### src/rtl/seq_append.sv
// seq_append: forwards AXI-Stream frames and appends a wrapping sequence-number trailer beat.
module seq_append #(
   parameter int DATA_WIDTH = 32,
   parameter int SEQ_WIDTH  = 16,
   parameter int SEQ_INIT   = 1,
   parameter int CNTR_WIDTH = 64
) (
   input  logic                  m_axis_aclk,
   input  logic                  m_axis_areset,
   input  logic                  s_axis_tvalid,
   output logic                  s_axis_tready,
   input  logic [DATA_WIDTH-1:0] s_axis_tdata,
   input  logic                  s_axis_tlast,
   output logic                  m_axis_tvalid,
   input  logic                  m_axis_tready,
   output logic [DATA_WIDTH-1:0] m_axis_tdata,
   output logic                  m_axis_tlast,
   input  logic                  ctrl_seq_en,
   input  logic                  ctrl_rst_seq,
   input  logic                  ctrl_rst_cntr,
   output logic [CNTR_WIDTH-1:0] slv_cntr_out,
   output logic [SEQ_WIDTH-1:0]  slv_seq_out
);
   typedef enum logic {S_PASS, S_SEQ} state_t;
   localparam logic [SEQ_WIDTH-1:0] SEQ_RST = SEQ_WIDTH'(SEQ_INIT);
   state_t state, state_nxt;
   logic m_valid, m_last, in_frame, frame_seq_en;
   logic can_load, acc, seq_en_now, load_trailer;
   logic [DATA_WIDTH-1:0] m_data;
   logic [SEQ_WIDTH-1:0] seq_ctr;
   logic [CNTR_WIDTH-1:0] cntr;
   always_ff @(posedge m_axis_aclk)
      state <= m_axis_areset ? S_PASS : state_nxt;
   always_comb
      state_nxt = (state == S_PASS) ? ((acc & s_axis_tlast & seq_en_now) ? S_SEQ : S_PASS)
                                    : (can_load ? S_PASS : S_SEQ);
   always_comb begin
      can_load      = !m_valid | m_axis_tready;
      s_axis_tready = !m_axis_areset & (state == S_PASS) & can_load;
      acc           = s_axis_tvalid & s_axis_tready;
      seq_en_now    = in_frame ? frame_seq_en : ctrl_seq_en;
      load_trailer  = (state == S_SEQ) & can_load;
   end
   always_ff @(posedge m_axis_aclk) begin
      if (m_axis_areset) begin
         m_valid      <= 1'b0;
         m_data       <= '0;
         m_last       <= 1'b0;
         in_frame     <= 1'b0;
         frame_seq_en <= 1'b0;
         seq_ctr      <= SEQ_RST;
         cntr         <= '0;
      end else begin
         if (acc) begin
            m_valid      <= 1'b1;
            m_data       <= s_axis_tdata;
            m_last       <= s_axis_tlast & !seq_en_now;
            in_frame     <= !s_axis_tlast;
            frame_seq_en <= seq_en_now;
         end else if (load_trailer) begin
            m_valid <= 1'b1;
            m_data  <= DATA_WIDTH'(seq_ctr);
            m_last  <= 1'b1;
         end else if (m_axis_tready) begin
            m_valid <= 1'b0;
         end
         // the wrap skips values below SEQ_INIT, so a trailer never carries 0 when SEQ_INIT = 1
         if (load_trailer)
            seq_ctr <= (seq_ctr == '1) ? SEQ_RST : seq_ctr + SEQ_WIDTH'(1);
         else if (state == S_PASS && !in_frame && ctrl_rst_seq)
            seq_ctr <= SEQ_RST;
         cntr <= ctrl_rst_cntr ? '0 : cntr + CNTR_WIDTH'(acc & s_axis_tlast);
      end
   end
   assign m_axis_tvalid = m_valid;
   assign m_axis_tdata  = m_data;
   assign m_axis_tlast  = m_last;
   assign slv_cntr_out  = cntr;
   assign slv_seq_out   = seq_ctr;
endmodule

### config.mk
export PLATFORM = sky130hd
export DESIGN_NAME = seq_append
export DESIGN_NICKNAME = d
export VERILOG_FILES = /design/src/rtl/seq_append.sv
export SDC_FILE = /design/constraint.sdc
export NUM_CORES = 1
export LEC_CHECK = 0
export CORE_ASPECT_RATIO = 0.6
export CORE_MARGIN = 2
export CORE_UTILIZATION = 44
export CTS_BUF_LIST = sky130_fd_sc_hd__clkbuf_4
export CTS_CLUSTER_DIAMETER = 100
export DETAILED_ROUTE_END_ITERATION = 12
export PLACE_DENSITY = 0.78
export RECOVER_POWER = 50
export SETUP_SLACK_MARGIN = 0.4
export SLEW_MARGIN = 25
export SYNTH_ARGS = -nofsm -noshare
export SYNTH_HDL_FRONTEND = slang
export SYNTH_SLANG_ARGS = --single-unit
export TNS_END_PERCENT = 5
### constraint.sdc
create_clock -name m_axis_aclk -period 2.9 [get_ports m_axis_aclk]
set_clock_uncertainty 0.1 [all_clocks]
set_input_delay 0.435 -clock m_axis_aclk [delete_from_list [all_inputs] [get_ports m_axis_aclk]]
set_output_delay 0.435 -clock m_axis_aclk [all_outputs]
set_load 0.02 [all_outputs]
Word-level counts from Yosys, hierarchy flattened --
Index checks and enable logic that the tools add are counted.
Operators by class: eq/ne operators 1, multiplexer cells 14, bitwise logic cells 10, reductions and logical operators 11, add/subtract/negate cells 2
Operators with widths (number):
- adder 64 x 1 -> 64 bit | 1
- 2-to-1 mux 32 bit | 2
- 2-to-1 mux 16 bit | 3
- adder 16 x 1 -> 16 bit, second input constant | 1
- equality test 16 bit, second input constant | 1
- 2-to-1 mux 1 bit | 9
- bitwise AND 1 bit | 8
- zero test 1 bit | 5
- nonzero test 2 bit | 2
- nonzero test 3 bit | 1
- logical AND 1 bit | 2
- OR reduction 2 bit | 1
- inverter 1 bit | 1
- bitwise OR 1 bit | 1
Word-level totals: register bits 117, logic and storage cells 46

Longest topological paths before layout --
depth in word-level cells 8, depth in mapped cells 11, depth with buffers taken out 10

Worst setup path before layout --
OpenSTA, ideal clock, no wires.
path kind register to register, from register m_valid (netlist: m_axis_tvalid), to register cntr[36] (netlist: slv_cntr_out[36]), arrival time 3.224 ns, stages on the path, launching flop included 12, path slack -0.494 ns, path buffers 1, period minus slack after synthesis 3.394 ns, path through dfxtp_1 > nor2b_1 > nor3_1 > and3_1 > ha_1 > ha_1 > nand3_1 > nor4_2 > nand3_1 > buf_2 > or3_1 > a21oi_1
On the way: word-level cells in the longest chain between the ends 6
Ends and longest elaborated chain:
- from (decl) | line 27 | logic m_valid, m_last, in_frame, frame_seq_en;
- from (signal assigned) | line 46 | m_valid <= 1'b0;
- from (signal assigned) | line 55 | m_valid <= 1'b1;
- from (signal assigned) | line 61 | m_valid <= 1'b1;
- zero test 1 bit | line 38 | can_load = !m_valid | m_axis_tready;
- bitwise OR 1 bit | line 38
- bitwise AND 1 bit | line 39 | s_axis_tready = !m_axis_areset & (state == S_PASS) & can_load;
- named net s_axis_tready | line 11 | output logic s_axis_tready,
- bitwise AND 1 bit | line 40 | acc = s_axis_tvalid & s_axis_tready;
- bitwise AND 1 bit | line 72 | cntr <= ctrl_rst_cntr ? '0 : cntr + CNTR_WIDTH'(acc & s_axis_tlast);
- adder 64 x 1 -> 64 bit | line 72
- to (signal assigned) | line 72
- to (decl) | line 31 | logic [CNTR_WIDTH-1:0] cntr;
The timed path passes the listed nets, and every way through them passes these cells. A chain may end at the register's enable or synchronous reset.

Final worst setup path --
from input m_axis_tready, to register cntr[45] (netlist: slv_cntr_out[45])
On the way: word-level cells in the longest chain between the ends 5
Ends and longest elaborated chain:
- from (decl) | line 15 | input logic m_axis_tready,
- bitwise OR 1 bit | line 38
- bitwise AND 1 bit | line 39
- bitwise AND 1 bit | line 40
- bitwise AND 1 bit | line 72
- adder 64 x 1 -> 64 bit | line 72
Every way passes these cells.

==> impl_metrics.py <==
metrics = {
    "clocking": {
        "cts_tree": "done",
        "cts_num_sinks": 117,
        "clock-root-buffer": "clkbuf_4",
        "htree_levels": 4,
        "cts_max_path_buffers": 2,
        "clkLatencyLatePin_ns": 0.53,
        "cts-buffers-inserted": 17,
        "clkSlewWorstSetupHoldPaths_ns": 0.13,
    },
    "timing": {
        "fin_crit_ns": 2.641,
        "setup-violations-final": 0,
        "hold_slack_ns": 0.3488,
        "final_max_slew_viol_count": 0,
        "tightest_slew_ns": 0.9376,
        "finalCritPeriodShare_pct": 91.08,
        "timing.slew.headroom_pct": 37.49,
        "grt_setup_unrepaired": "yes",
        "max_freq_mhz": 378.6,
        "finalHoldViolations": 0,
    },
    "critical_path": {
        "start_kind": "input port",
        "r2r_end": "slv_cntr_out[45]",
        "cp_max_fo": 6,
        "reg2reg_depth": 10,
        "criticalPathCategory": "in -> reg",
        "cp.arrival_ns": 3.00,
        "required_ns": 3.26,
        "startpoint": "m_axis_tready",
        "r2r_slack_ns": 0.31,
        "end_kind": "flip-flop",
        "rr_startpoint": "m_axis_tvalid",
    },
    "power_and_ir_drop": {
        "pwr-share-comb_pct": 8.2,
        "clockPowerShare_pct": 42.8,
        "p_switching_uw": 827.6,
        "irDropWorstVdd_mv": 0.2410,
        "internal_power_uw": 2556,
        "power_density_nw_per_um2": 445.1,
        "swShare_pct": 24.46,
        "seq_power_share_pct": 49.0,
        "power_leakage_uw": 0.002726,
    },
    "place": {
        "dp_hpwl_um": 11860,
        "portBuffers": 154,
        "gp_congestion": 0.8958,
    },
    "global_route": {
        "grt_pass1_wl_um": 25590,
        "grt_max_degree": 50,
        "grt-ovfl-total": 0,
        "grt_pass1_vias": 5046,
        "grt_antenna_before_repair": 0,
        "grt.total_usage_pct": 24.67,
    },
    "synth": {
        "synthTopCellsByArea": "dfxtp_1 (44%), nand2_1 (6.4%), a21oi_1 (5.2%), nor2_1 (4.9%), nand3_1 (4.5%)",
        "synth_top_area_share_pct": 44.15,
        "postSynthCellCount": 654,
        "syn_area_um2": 5305,
        "synth_edf_count": 0,
        "netlist-cell-type-count": 46,
        "async_flop_share_pct": 0,
        "synth_seq_cells": 117,
        "yosysTopAreaCell": "dfxtp_1",
        "syn_avg_cell_area_um2": 8.112,
        "ys_warn_count": 0,
        "yosysSeqAreaShare_pct": 44.15,
        "syn-num-nets": 697,
        "ys.flop_type": "dfxtp_1",
    },
    "routing": {
        "drtPass1Iterations": 5,
        "drc": 0,
        "drt_iter0_markers": 479,
        "wl_per_cell_um": 16.49,
        "ant_nets": 0,
        "drt_wl_total_um": 16570,
        "vias": 5653,
        "routed_via_density": 5.625,
    },
    "finish": {
        "fin_util_pct": 63.84,
        "fillers": 1024,
        "final_layout_size_suffix_gt1_share_pct": 10.12,
        "nNetsFinal": 870,
        "antenna_cells": 0,
        "layout_commonest_cell": "dfxtp_1",
        "final_cell_mix": "dfxtp_1 (115), nand2_1 (90), clkdlybuf4s50_1 (82), dlygate4sd3_1 (71), nor2_1 (69)",
        "syn_to_final_growth_pct": 43.30,
    },
    "hold_path": {
        "hold_start": "s_axis_tdata[23]",
        "min_delay_worst_endpoint": "m_axis_tdata[23]",
        "worstHoldPathCells": 3,
        "hp-class": "in -> reg",
    },
    "status": {
        "status": "finished clean",
    },
    "floorplanning": {
        "row_count": 31,
        "start_util_pct": 44.55,
        "die_area_um2": 12980,
        "die_h_um": 89.06,
        "io_pins": 155,
        "core-area_um2": 11910,
        "die_w_um": 145.8,
    },
    "flow_run": {
        "max_cap_violations": 0,
    },
}
-- cell families after synthesis --
kind of cell / synth area share (%)
AO/OA/AOI/OAI: 14.65
XOR/XNOR: 4.953
adder cells (fa/ha/maj): 0.7076
buffers and inverters: 3.868
flip-flops: 44.15
multiplexers: 0.5661
AND/OR/NAND/NOR: 31.11
-- critical path, stage by stage --
cell,delay [ns]
dlygate4sd3_1,0.55
nor2b_1,0.08
nor3_4,0.12
and3_1,0.25
ha_4,0.17
nand4_1,0.17
nor4_4,0.21
buf_6,0.18
nand3_1,0.12
or4_1,0.52
a21oi_1,0.20
-- power by group through the flow --
stage	Combinational, uW	Sequential, uW	Clock [uW]
after floorplan	104	1730	0
after global placement	286	1690	0
after detailed placement	291	1700	0
after CTS	293	1660	1470
after global routing	301	1660	1540
final	278	1660	1450
-- flip-flops by register name, summed over array words and instances (netlist names) --
name,cells
slv_seq_out,16
in_frame,1
slv_cntr_out,64
m_axis_tlast,1
m_axis_tdata,32
state,1
m_axis_tvalid,1
frame_seq_en,1
-- through the flow --
step / cells / setup WS, ns / instance area (um^2) / power [uW] / setup TNS [ns]
6_report: 1005 / 0.2587 / 7602 / 3383 / 0
5_1_grt: 1005 / 0.1945 / 7602 / 3504 / 0
4_1_cts: 1002 / 0.3380 / 7572 / 3420 / 0
3_5_place_dp: 970 / -0.2741 / 7207 / 1988 / -5.015
3_3_place_gp: 970 / -0.1710 / 7207 / 1980 / -2.542
2_1_floorplan: 654 / 0.1517 / 5385 / 1835 / 0
-- metal layers --
| metal | wire length [um] | track usage (%) | part of all wire, % | up-vias |
|---|---|---|---|---|
| li1 | - | - | - | 2713 |
| met1 | 7899 | 35.70 | 48 | 2675 |
| met2 | 7193 | 37.09 | 43 | 248 |
| met3 | 1320 | 5.255 | 8.0 | 17 |
| met4 | 160 | 7.487 | 0.97 | 0 |
| met5 | 0 | 0 | 0 | - |
-- synth_stat cells (2+ instances only) --
master / n
or3_1: 23
inv_1: 10
nand3_1: 48
nand2_1: 90
or2_2: 2
a22oi_1: 2
xor2_1: 22
clkbuf_1: 24
and2_1: 10
nor2_1: 69
buf_2: 2
xnor2_1: 8
nand4_1: 23
o31ai_1: 10
nor4_1: 4
nor3_1: 16
nand4_2: 2
o21ai_0: 27
and3_1: 5
a311oi_1: 16
nor2b_1: 2
dfxtp_1: 117
buf_1: 6
a31oi_1: 9
o211ai_1: 2
a21oi_1: 55
buf_6: 2
and4_1: 6
nand2b_1: 4
mux2i_1: 3
o21a_1: 4
ha_1: 3
or4_1: 15
-- area by class of cell --
type                            count  area, um^2  share of cell area [%]
Sequential cell                   117        2345                   30.84
Timing Repair Buffer              190        1789                   23.54
Inverter                           10       37.54                  0.4937
Tap cell                          165       206.4                   2.716
Clock inverter                     13       205.2                   2.699
Multi-Input combinational cell    491        2877                   37.84
Clock buffer                       19       142.6                   1.876
-- worst max-delay path by stage --
stage | endpoint | slack [ns] | depth (start not counted)
2_1_floorplan | slv_cntr_out[55] | 0.15 | 9
3_3_place_gp | slv_cntr_out[58] | -0.17 | 12
3_5_place_dp | slv_cntr_out[52] | -0.27 | 12
4_1_cts | slv_cntr_out[46] | 0.34 | 10
5_1_grt | slv_cntr_out[31] | 0.19 | 11
6_report | slv_cntr_out[45] | 0.26 | 11
-- repair_timing --
action	4_1_cts	5_1_grt
endpoints found under the setup margin	19	37
cloned	0	1
pin swaps	0	1
gates resized for setup	2	9
hold buffers	0	0
setup buffers	0	2
No activity file was read; power rests on OpenSTA's default activity.
